[src/rtl/mlp_train_sequencer_pkg.sv]
// Shared types and saturating signed fixed-point (Q8.8) helpers for the MLP training sequencer.
package mlp_train_sequencer_pkg;

    localparam int unsigned SFP_W    = 16;
    localparam int unsigned SFP_FRAC = 8;

    typedef logic signed [SFP_W-1:0] sfp;

    localparam sfp ONE     = 16'sh0100;
    localparam sfp SFP_MAX = 16'sh7fff;
    localparam sfp SFP_MIN = 16'sh8000;

    typedef enum logic [1:0] {IDLE, RUN, DONE} seq_state_t;

    function automatic sfp sfp_sat(input logic signed [31:0] x);
        if (x > 32'sd32767) begin
            return SFP_MAX;
        end else if (x < -32'sd32768) begin
            return SFP_MIN;
        end
        return sfp'(x[SFP_W-1:0]);
    endfunction

    function automatic sfp sfp_add(input sfp a, input sfp b);
        logic signed [31:0] s;
        s = 32'(a) + 32'(b);
        return sfp_sat(s);
    endfunction

    function automatic sfp sfp_sub(input sfp a, input sfp b);
        logic signed [31:0] s;
        s = 32'(a) - 32'(b);
        return sfp_sat(s);
    endfunction

    function automatic sfp sfp_mul(input sfp a, input sfp b);
        logic signed [31:0] p;
        p = 32'(a) * 32'(b);
        return sfp_sat(p >>> SFP_FRAC);
    endfunction

endpackage

[src/rtl/mlp_train_sequencer_sample_store.sv]
// Sample register file: one write port, one asynchronous read port, cleared by reset or clear.
module mlp_train_sequencer_sample_store #(
    parameter int unsigned Depth = 4,
    parameter int unsigned Width = 48,
    parameter int unsigned AddrW = 2
) (
    input  logic             clk,
    input  logic             rst,
    input  logic             clear,
    input  logic             we,
    input  logic [AddrW-1:0] waddr,
    input  logic [Width-1:0] wdata,
    input  logic [AddrW-1:0] raddr,
    output logic [Width-1:0] rdata
);

    logic [Width-1:0] mem [Depth];

    always_ff @(posedge clk or negedge rst) begin
        if (!rst) begin
            for (int i = 0; i < int'(Depth); i++) begin
                mem[i] <= '0;
            end
        end else if (clear) begin
            for (int i = 0; i < int'(Depth); i++) begin
                mem[i] <= '0;
            end
        end else if (we) begin
            mem[waddr] <= wdata;
        end
    end

    // Non-power-of-two depths leave unused addresses; they read as zero.
    always_comb begin
        rdata = '0;
        if (32'(raddr) < Depth) begin
            rdata = mem[raddr];
        end
    end

endmodule

[src/rtl/mlp_train_sequencer.sv]
// Presents stored samples to the MLP core for training or inference and counts epochs.
// Define MLP_SEQ_LOSS_EN to add the per-epoch squared-error loss outputs.
module mlp_train_sequencer
    import mlp_train_sequencer_pkg::*;
#(
    parameter int unsigned Inputs       = 2,
    parameter int unsigned Outputs      = 1,
    parameter int unsigned Depth        = 4,
    parameter int unsigned SettleCycles = 2,
    parameter int unsigned MaxEpochs    = 1000,
    localparam int unsigned IdxW        = (Depth > 1) ? $clog2(Depth) : 1,
    localparam int unsigned CntW        = $clog2(Depth + 1)
) (
    input  logic                     clk,
    input  logic                     rst,
    input  logic                     clear,
    input  logic                     load_valid,
    output logic                     load_ready,
    input  logic [Inputs*SFP_W-1:0]  load_values,
    input  logic [Outputs*SFP_W-1:0] load_expected,
    input  logic                     start,
    input  logic                     infer_only,
    input  logic                     stop,
    input  logic [SFP_W-1:0]         lr_in,
    output logic [Inputs*SFP_W-1:0]  values,
    output logic [Outputs*SFP_W-1:0] expected,
    output logic                     training,
    output logic [SFP_W-1:0]         learning_rate,
    input  logic [Outputs*SFP_W-1:0] prediction,
    output logic                     busy,
    output logic                     done,
    output logic [31:0]              epoch,
    output logic [IdxW-1:0]          sample_idx,
`ifdef MLP_SEQ_LOSS_EN
    output logic [SFP_W-1:0]         epoch_loss,
    output logic                     loss_valid,
`endif
    output logic [CntW-1:0]          count
);

    localparam int unsigned InW  = Inputs * SFP_W;
    localparam int unsigned OutW = Outputs * SFP_W;
    localparam int unsigned SetW = (SettleCycles > 1) ? $clog2(SettleCycles) : 1;

    seq_state_t      state_q, state_d;
    logic [CntW-1:0] count_q, count_d;
    logic [IdxW-1:0] idx_q, idx_d;
    logic [SetW-1:0] settle_q, settle_d;
    logic [31:0]     epoch_q, epoch_d;
    logic [SFP_W-1:0] lr_q, lr_d;
    logic            infer_q, infer_d;
    logic [InW-1:0]  values_q, values_d;
    logic [OutW-1:0] expected_q, expected_d;
    logic            training_q, training_d;

    logic                store_we, store_clear;
    logic [InW+OutW-1:0] rd_data;
    logic                run_start, capture, epoch_end, abort;

    mlp_train_sequencer_sample_store #(
        .Depth (Depth),
        .Width (InW + OutW),
        .AddrW (IdxW)
    ) u_sample_store (
        .clk   (clk),
        .rst   (rst),
        .clear (store_clear),
        .we    (store_we),
        .waddr (count_q[IdxW-1:0]),
        .wdata ({load_expected, load_values}),
        .raddr (idx_d),
        .rdata (rd_data)
    );

    assign load_ready = (state_q == IDLE) && (32'(count_q) < Depth);

    always_comb begin
        state_d     = state_q;
        count_d     = count_q;
        idx_d       = idx_q;
        settle_d    = settle_q;
        epoch_d     = epoch_q;
        lr_d        = lr_q;
        infer_d     = infer_q;
        store_we    = 1'b0;
        store_clear = 1'b0;
        run_start   = 1'b0;
        capture     = 1'b0;
        epoch_end   = 1'b0;
        abort       = 1'b0;
        unique case (state_q)
            IDLE: begin
                if (clear) begin
                    count_d     = '0;
                    store_clear = 1'b1;
                end else begin
                    if (load_valid && load_ready) begin
                        store_we = 1'b1;
                        count_d  = count_q + 1'b1;
                    end
                    if (start && (count_q != '0)) begin
                        state_d   = RUN;
                        run_start = 1'b1;
                        lr_d      = lr_in;
                        infer_d   = infer_only;
                        epoch_d   = '0;
                        idx_d     = '0;
                        settle_d  = '0;
                    end
                end
            end
            RUN: begin
                if (stop) begin
                    state_d = DONE;
                    abort   = 1'b1;
                end else if (settle_q == SetW'(SettleCycles - 1)) begin
                    capture  = 1'b1;
                    settle_d = '0;
                    if (32'(idx_q) + 32'd1 == 32'(count_q)) begin
                        epoch_end = 1'b1;
                        idx_d     = '0;
                        epoch_d   = epoch_q + 32'd1;
                        if ((epoch_q + 32'd1 == MaxEpochs) || infer_q) begin
                            state_d = DONE;
                        end
                    end else begin
                        idx_d = idx_q + 1'b1;
                    end
                end else begin
                    settle_d = settle_q + 1'b1;
                end
            end
            DONE: begin
                state_d = IDLE;
            end
            default: begin
                state_d = IDLE;
            end
        endcase
    end

    // MLP-facing outputs are registered from the next-state view so a sample
    // appears the cycle after start.
    always_comb begin
        values_d   = '0;
        expected_d = '0;
        training_d = 1'b0;
        if (state_d == RUN) begin
            values_d   = rd_data[InW-1:0];
            expected_d = rd_data[InW +: OutW];
            training_d = !infer_d;
        end
    end

    always_ff @(posedge clk or negedge rst) begin
        if (!rst) begin
            state_q    <= IDLE;
            count_q    <= '0;
            idx_q      <= '0;
            settle_q   <= '0;
            epoch_q    <= '0;
            lr_q       <= '0;
            infer_q    <= 1'b0;
            values_q   <= '0;
            expected_q <= '0;
            training_q <= 1'b0;
        end else begin
            state_q    <= state_d;
            count_q    <= count_d;
            idx_q      <= idx_d;
            settle_q   <= settle_d;
            epoch_q    <= epoch_d;
            lr_q       <= lr_d;
            infer_q    <= infer_d;
            values_q   <= values_d;
            expected_q <= expected_d;
            training_q <= training_d;
        end
    end

    assign values        = values_q;
    assign expected      = expected_q;
    assign training      = training_q;
    assign learning_rate = lr_q;
    assign busy          = (state_q == RUN);
    assign done          = (state_q == DONE);
    assign epoch         = epoch_q;
    assign sample_idx    = idx_q;
    assign count         = count_q;

`ifdef MLP_SEQ_LOSS_EN
    sfp   acc_q, acc_d, loss_q, loss_d;
    logic loss_valid_q, loss_valid_d;

    always_comb begin
        sfp sq_sum;
        sfp err;
        sfp total;
        sq_sum       = '0;
        err          = '0;
        total        = '0;
        acc_d        = acc_q;
        loss_d       = loss_q;
        loss_valid_d = 1'b0;
        for (int i = 0; i < int'(Outputs); i++) begin
            err    = sfp_sub(sfp'(expected_q[i*SFP_W +: SFP_W]),
                             sfp'(prediction[i*SFP_W +: SFP_W]));
            sq_sum = sfp_add(sq_sum, sfp_mul(err, err));
        end
        total = sfp_add(acc_q, sq_sum);
        if (run_start || abort) begin
            acc_d = '0;
        end else if (capture) begin
            if (epoch_end) begin
                loss_d       = total;
                acc_d        = '0;
                loss_valid_d = 1'b1;
            end else begin
                acc_d = total;
            end
        end
    end

    always_ff @(posedge clk or negedge rst) begin
        if (!rst) begin
            acc_q        <= '0;
            loss_q       <= '0;
            loss_valid_q <= 1'b0;
        end else begin
            acc_q        <= acc_d;
            loss_q       <= loss_d;
            loss_valid_q <= loss_valid_d;
        end
    end

    assign epoch_loss = loss_q;
    assign loss_valid = loss_valid_q;
`else
    // Prediction only feeds the loss path; keep it visibly consumed.
    logic unused_pred;
    assign unused_pred = ^{prediction, run_start, capture, epoch_end, abort};
`endif

endmodule
[config.mk]
export PLATFORM = sky130hd
export DESIGN_NAME = mlp_train_sequencer
export DESIGN_NICKNAME = d
export VERILOG_FILES = /design/src/rtl/mlp_train_sequencer_pkg.sv /design/src/rtl/mlp_train_sequencer_sample_store.sv /design/src/rtl/mlp_train_sequencer.sv
export SDC_FILE = /design/constraint.sdc
export NUM_CORES = 1
export LEC_CHECK = 0
export ABC_AREA = 1
export BUFFER_PORTS_ARGS = -buffer_cell sky130_fd_sc_hd__buf_2
export CAP_MARGIN = 20
export CORE_MARGIN = 5
export CORE_UTILIZATION = 62
export CTS_CLUSTER_DIAMETER = 150
export DETAILED_ROUTE_END_ITERATION = 8
export GPL_ROUTABILITY_DRIVEN = 0
export PLACE_DENSITY = 0.95
export REMOVE_ABC_BUFFERS = 1
export SETUP_SLACK_MARGIN = 0.05
export SLEW_MARGIN = 20
export SYNTH_ARGS = -nofsm -noshare
export SYNTH_HDL_FRONTEND = slang
export SYNTH_HIERARCHICAL = 1
export SYNTH_SLANG_ARGS = --single-unit
[constraint.sdc]
create_clock -name clk -period 3.7 [get_ports clk]
set_clock_uncertainty 0.2 [all_clocks]
set_input_delay 0.74 -clock clk [delete_from_list [all_inputs] [get_ports clk]]
set_output_delay 0.74 -clock clk [all_outputs]
set_load 0.1 [all_outputs]
==> impl_metrics.csv <==
group,metric,value,unit
run_status,status,"complete, no violations",
floorplanning,dieArea,27900,um^2
pwr,powerDensity,760,nW/um^2
detailed_routing,post_drt_wl_per_cell,16.1,um
floorplanning,core-area,24200,um^2
floorplanning,row_count,57,
run,cap_violations,0,
floorplanning,die-height,167,um
cells_and_area,fill_cells,1766,
timing,holdWs,0.105,ns
critical_path,cp-start-kind,"flop",
placed_design,dp_hpwl,24300,um
cells_and_area,area_delta_synth_final,14.9,%
synthesis,syn_area_per_cell,7.30,um^2
timing,fmax,315,MHz
cts,ctsResizeCount,0,
cts,clockBufferDepth,3,
detailed_routing,vias_per_cell,5.64,
min_path,holdCritPathClass,"in -> async",
cts,cts_tree,"built",
global_routing,grt_pass1_wl,68900,um
critical_path,crit_fanout,50,
synthesis,post_synth_num_cell_types,31,
cts,post_cts_buffers,0,
floorplanning,die_w,167,um
cells_and_area,drive_gt1_share,16.1,%
global_routing,antenna_found_initial,0,
timing,finalHoldViolCount,0,
cts,cts.sinks,298,
detailed_routing,wirelength,41300,um
critical_path,crit_top_cell,"nand2_1",
synthesis,synth.cell_area,15300,um^2
cts,clock_latency,0.50,ns
cts,cts_buffers,34,
detailed_routing,first_iter_violations,1953,
timing,max_slew_margin,37.2,%
cells_and_area,mostFrequentLayoutCell,"nand2_1",
critical_path,cp_data_required_time,3.90,ns
timing,drv_slew,0,
global_routing,grt_remaining_overflow,0,
cells_and_area,final_cell_mix,"nand2_1, dfrtp_1, nand3_1",
detailed_routing,num_vias,14500,
detailed_routing,postRouteAntennaNets,0,
critical_path,crit_family,"simple AND/OR/NAND/NOR gates",
pwr,p_leak,9.48,nW
cts,root_buffer,"clkbuf_16",
global_routing,grt_max_degree,117,
placed_design,portBuffers,175,
detailed_routing,dr.pass1.iters,7,
cells_and_area,nets,2308,
timing,finalSetupViolCount,0,
critical_path,cp_slowest_stage_delay,0.55,ns
critical_path,crit_type,"reg -> reg",
timing,fin_crit,3.17,ns
synthesis,netlist_instances,2091,
critical_path,setup.worst_path.end_class,"flop",
timing,worstMarginPinSlew,0.942,ns
global_routing,grtUsageTotal,29.2,%
cts,h-tree-depth,2,
detailed_routing,drc,0,
critical_path,cp.arrival,3.38,ns
synthesis,ys_ff_latch,298,
critical_path,path_cells,"ha_1 -> nand3_1 -> inv_2 -> nand2_2 -> nor2_1 -> nand2_1 -> nand2_1 -> nor2_1 -> nand2_1 -> nor3_1 -> nand3_1 -> nand2_1 -> nand2_2 -> nand3_4 -> a21oi_1",
critical_path,crit_slowest_cell,"nand3_4",
floorplanning,ios,192,
critical_path,path_buf_inv,1,
cells_and_area,fin_util,72.3,%
floorplanning,start_util,62.9,%
synthesis,ys_seq_area_share,48.9,%
cts,path_clk_slew,0.06,ns
synthesis,ys_warn_count,6,
timing,rsz0062_at_grt,"false",
timing,timing.final.crit_share,85.8,%
global_routing,first_global_vias,14500,
pwr,ir_drop,0.513,mV
cts,ctsHoldBuffers,0,
[through the flow]
step | setup WS (ns) | area [um^2] | std cells | setup TNS (ns) | power (mW)
final | 0.526 | 17500 | 2564 | 0 | 13.3
after global routing | 0.225 | 17500 | 2563 | 0 | 14.0
after CTS | 0.558 | 17500 | 2563 | 0 | 13.3
after detailed placement | 0.572 | 16400 | 2505 | 0 | 9.89
after global placement | 0.733 | 16400 | 2505 | 0 | 9.69
after floorplan | -6.05 | 14700 | 1977 | -526.42 | 8.41
[metal layers]
layer	wire length, um	up-vias	track usage (%)
met1	15600	6778	37.6
met3	3980	152	4.86
met5	0	-	0
met4	1580	0	12.7
li1	-	6678	-
met2	20100	852	49.1
[Yosys cell counts, drive strengths merged]
master	number	area share (%)
buf	71	2.6
a22oi	1	0.049
inv	255	6.3
a31oi	1	0.041
nand2	729	18
o22ai	6	0.25
xnor2	2	0.11
clkinv	1	0.025
nand3	297	9.8
nand4	2	0.082
o21ai	36	1.2
nor3	3	0.098
xor2	3	0.17
a21oi	56	2.1
nor2	217	5.7
mux2	16	1.2
dfrtp	298	49
or2	48	2.0
clkbuf	43	1.1
ha	4	0.33
and2	2	0.082
[final timing paths]
check | from | cells after the start | slack, ns | end
setup / recovery | epoch[1]$_DFFE_PN0P_ | 15 | 0.53 | values[29]$_DFF_PN0_
hold / removal | rst | 1 | 0.10 | epoch[10]$_DFFE_PN0P_
setup reg to reg | epoch[1]$_DFFE_PN0P_ | 15 | 0.53 | values[29]$_DFF_PN0_
hold reg to reg | u_sample_store/mem[169]$_DFFE_PN0P_ | 2 | 0.29 | u_sample_store/mem[169]$_DFFE_PN0P_
max in group asynchronous | rst | 2 | 2.34 | u_sample_store/mem[0]$_DFFE_PN0P_
min in group clk | lr_in[10] | 2 | 0.27 | learning_rate[10]$_DFFE_PN0P_
[cell families (layout without fill, tap and decap cells)]
kind of cell	count (synthesis)	in the layout	synth area share [%]
adder cells (fa/ha/maj)	4	4	0.328
XOR/XNOR	5	5	0.287
AO/OA/AOI/OAI	100	100	3.60
other	0	1	0
flip-flops	298	298	48.9
AND/OR/NAND/NOR	1298	1298	35.7
buffers and inverters	370	518	9.99
multiplexers	16	16	1.18
[cell type report]
| class | count | area (um^2) | area share [%] |
|---|---|---|---|
| flip-flops and latches | 298 | 7460 | 42.5 |
| multi-input cells | 1423 | 6330 | 36.1 |
| repair buffers | 204 | 1250 | 7.15 |
| clock buffers | 48 | 1010 | 5.79 |
| inverters | 256 | 966 | 5.51 |
| well taps | 324 | 405 | 2.31 |
| clock inverters | 10 | 104 | 0.592 |
| diodes | 1 | 2.50 | 0.0143 |
[power breakdown]
| part | switching, mW | internal, mW | total [mW] |
|---|---|---|---|
| combinational | 4.52 | 1.44 | 5.96 |
| clock | 1.31 | 2.04 | 3.35 |
| sequential | 0.288 | 3.73 | 4.01 |
[flip-flops by register name, indices dropped and copies added, names as in the netlist]
signal,count
expected,16
count,3
state_q,2
u_sample_store/mem,192
sample_idx,2
training,1
learning_rate,16
epoch,32
infer_q,1
settle_q,1
values,32
(Power assumes the default switching activity.)
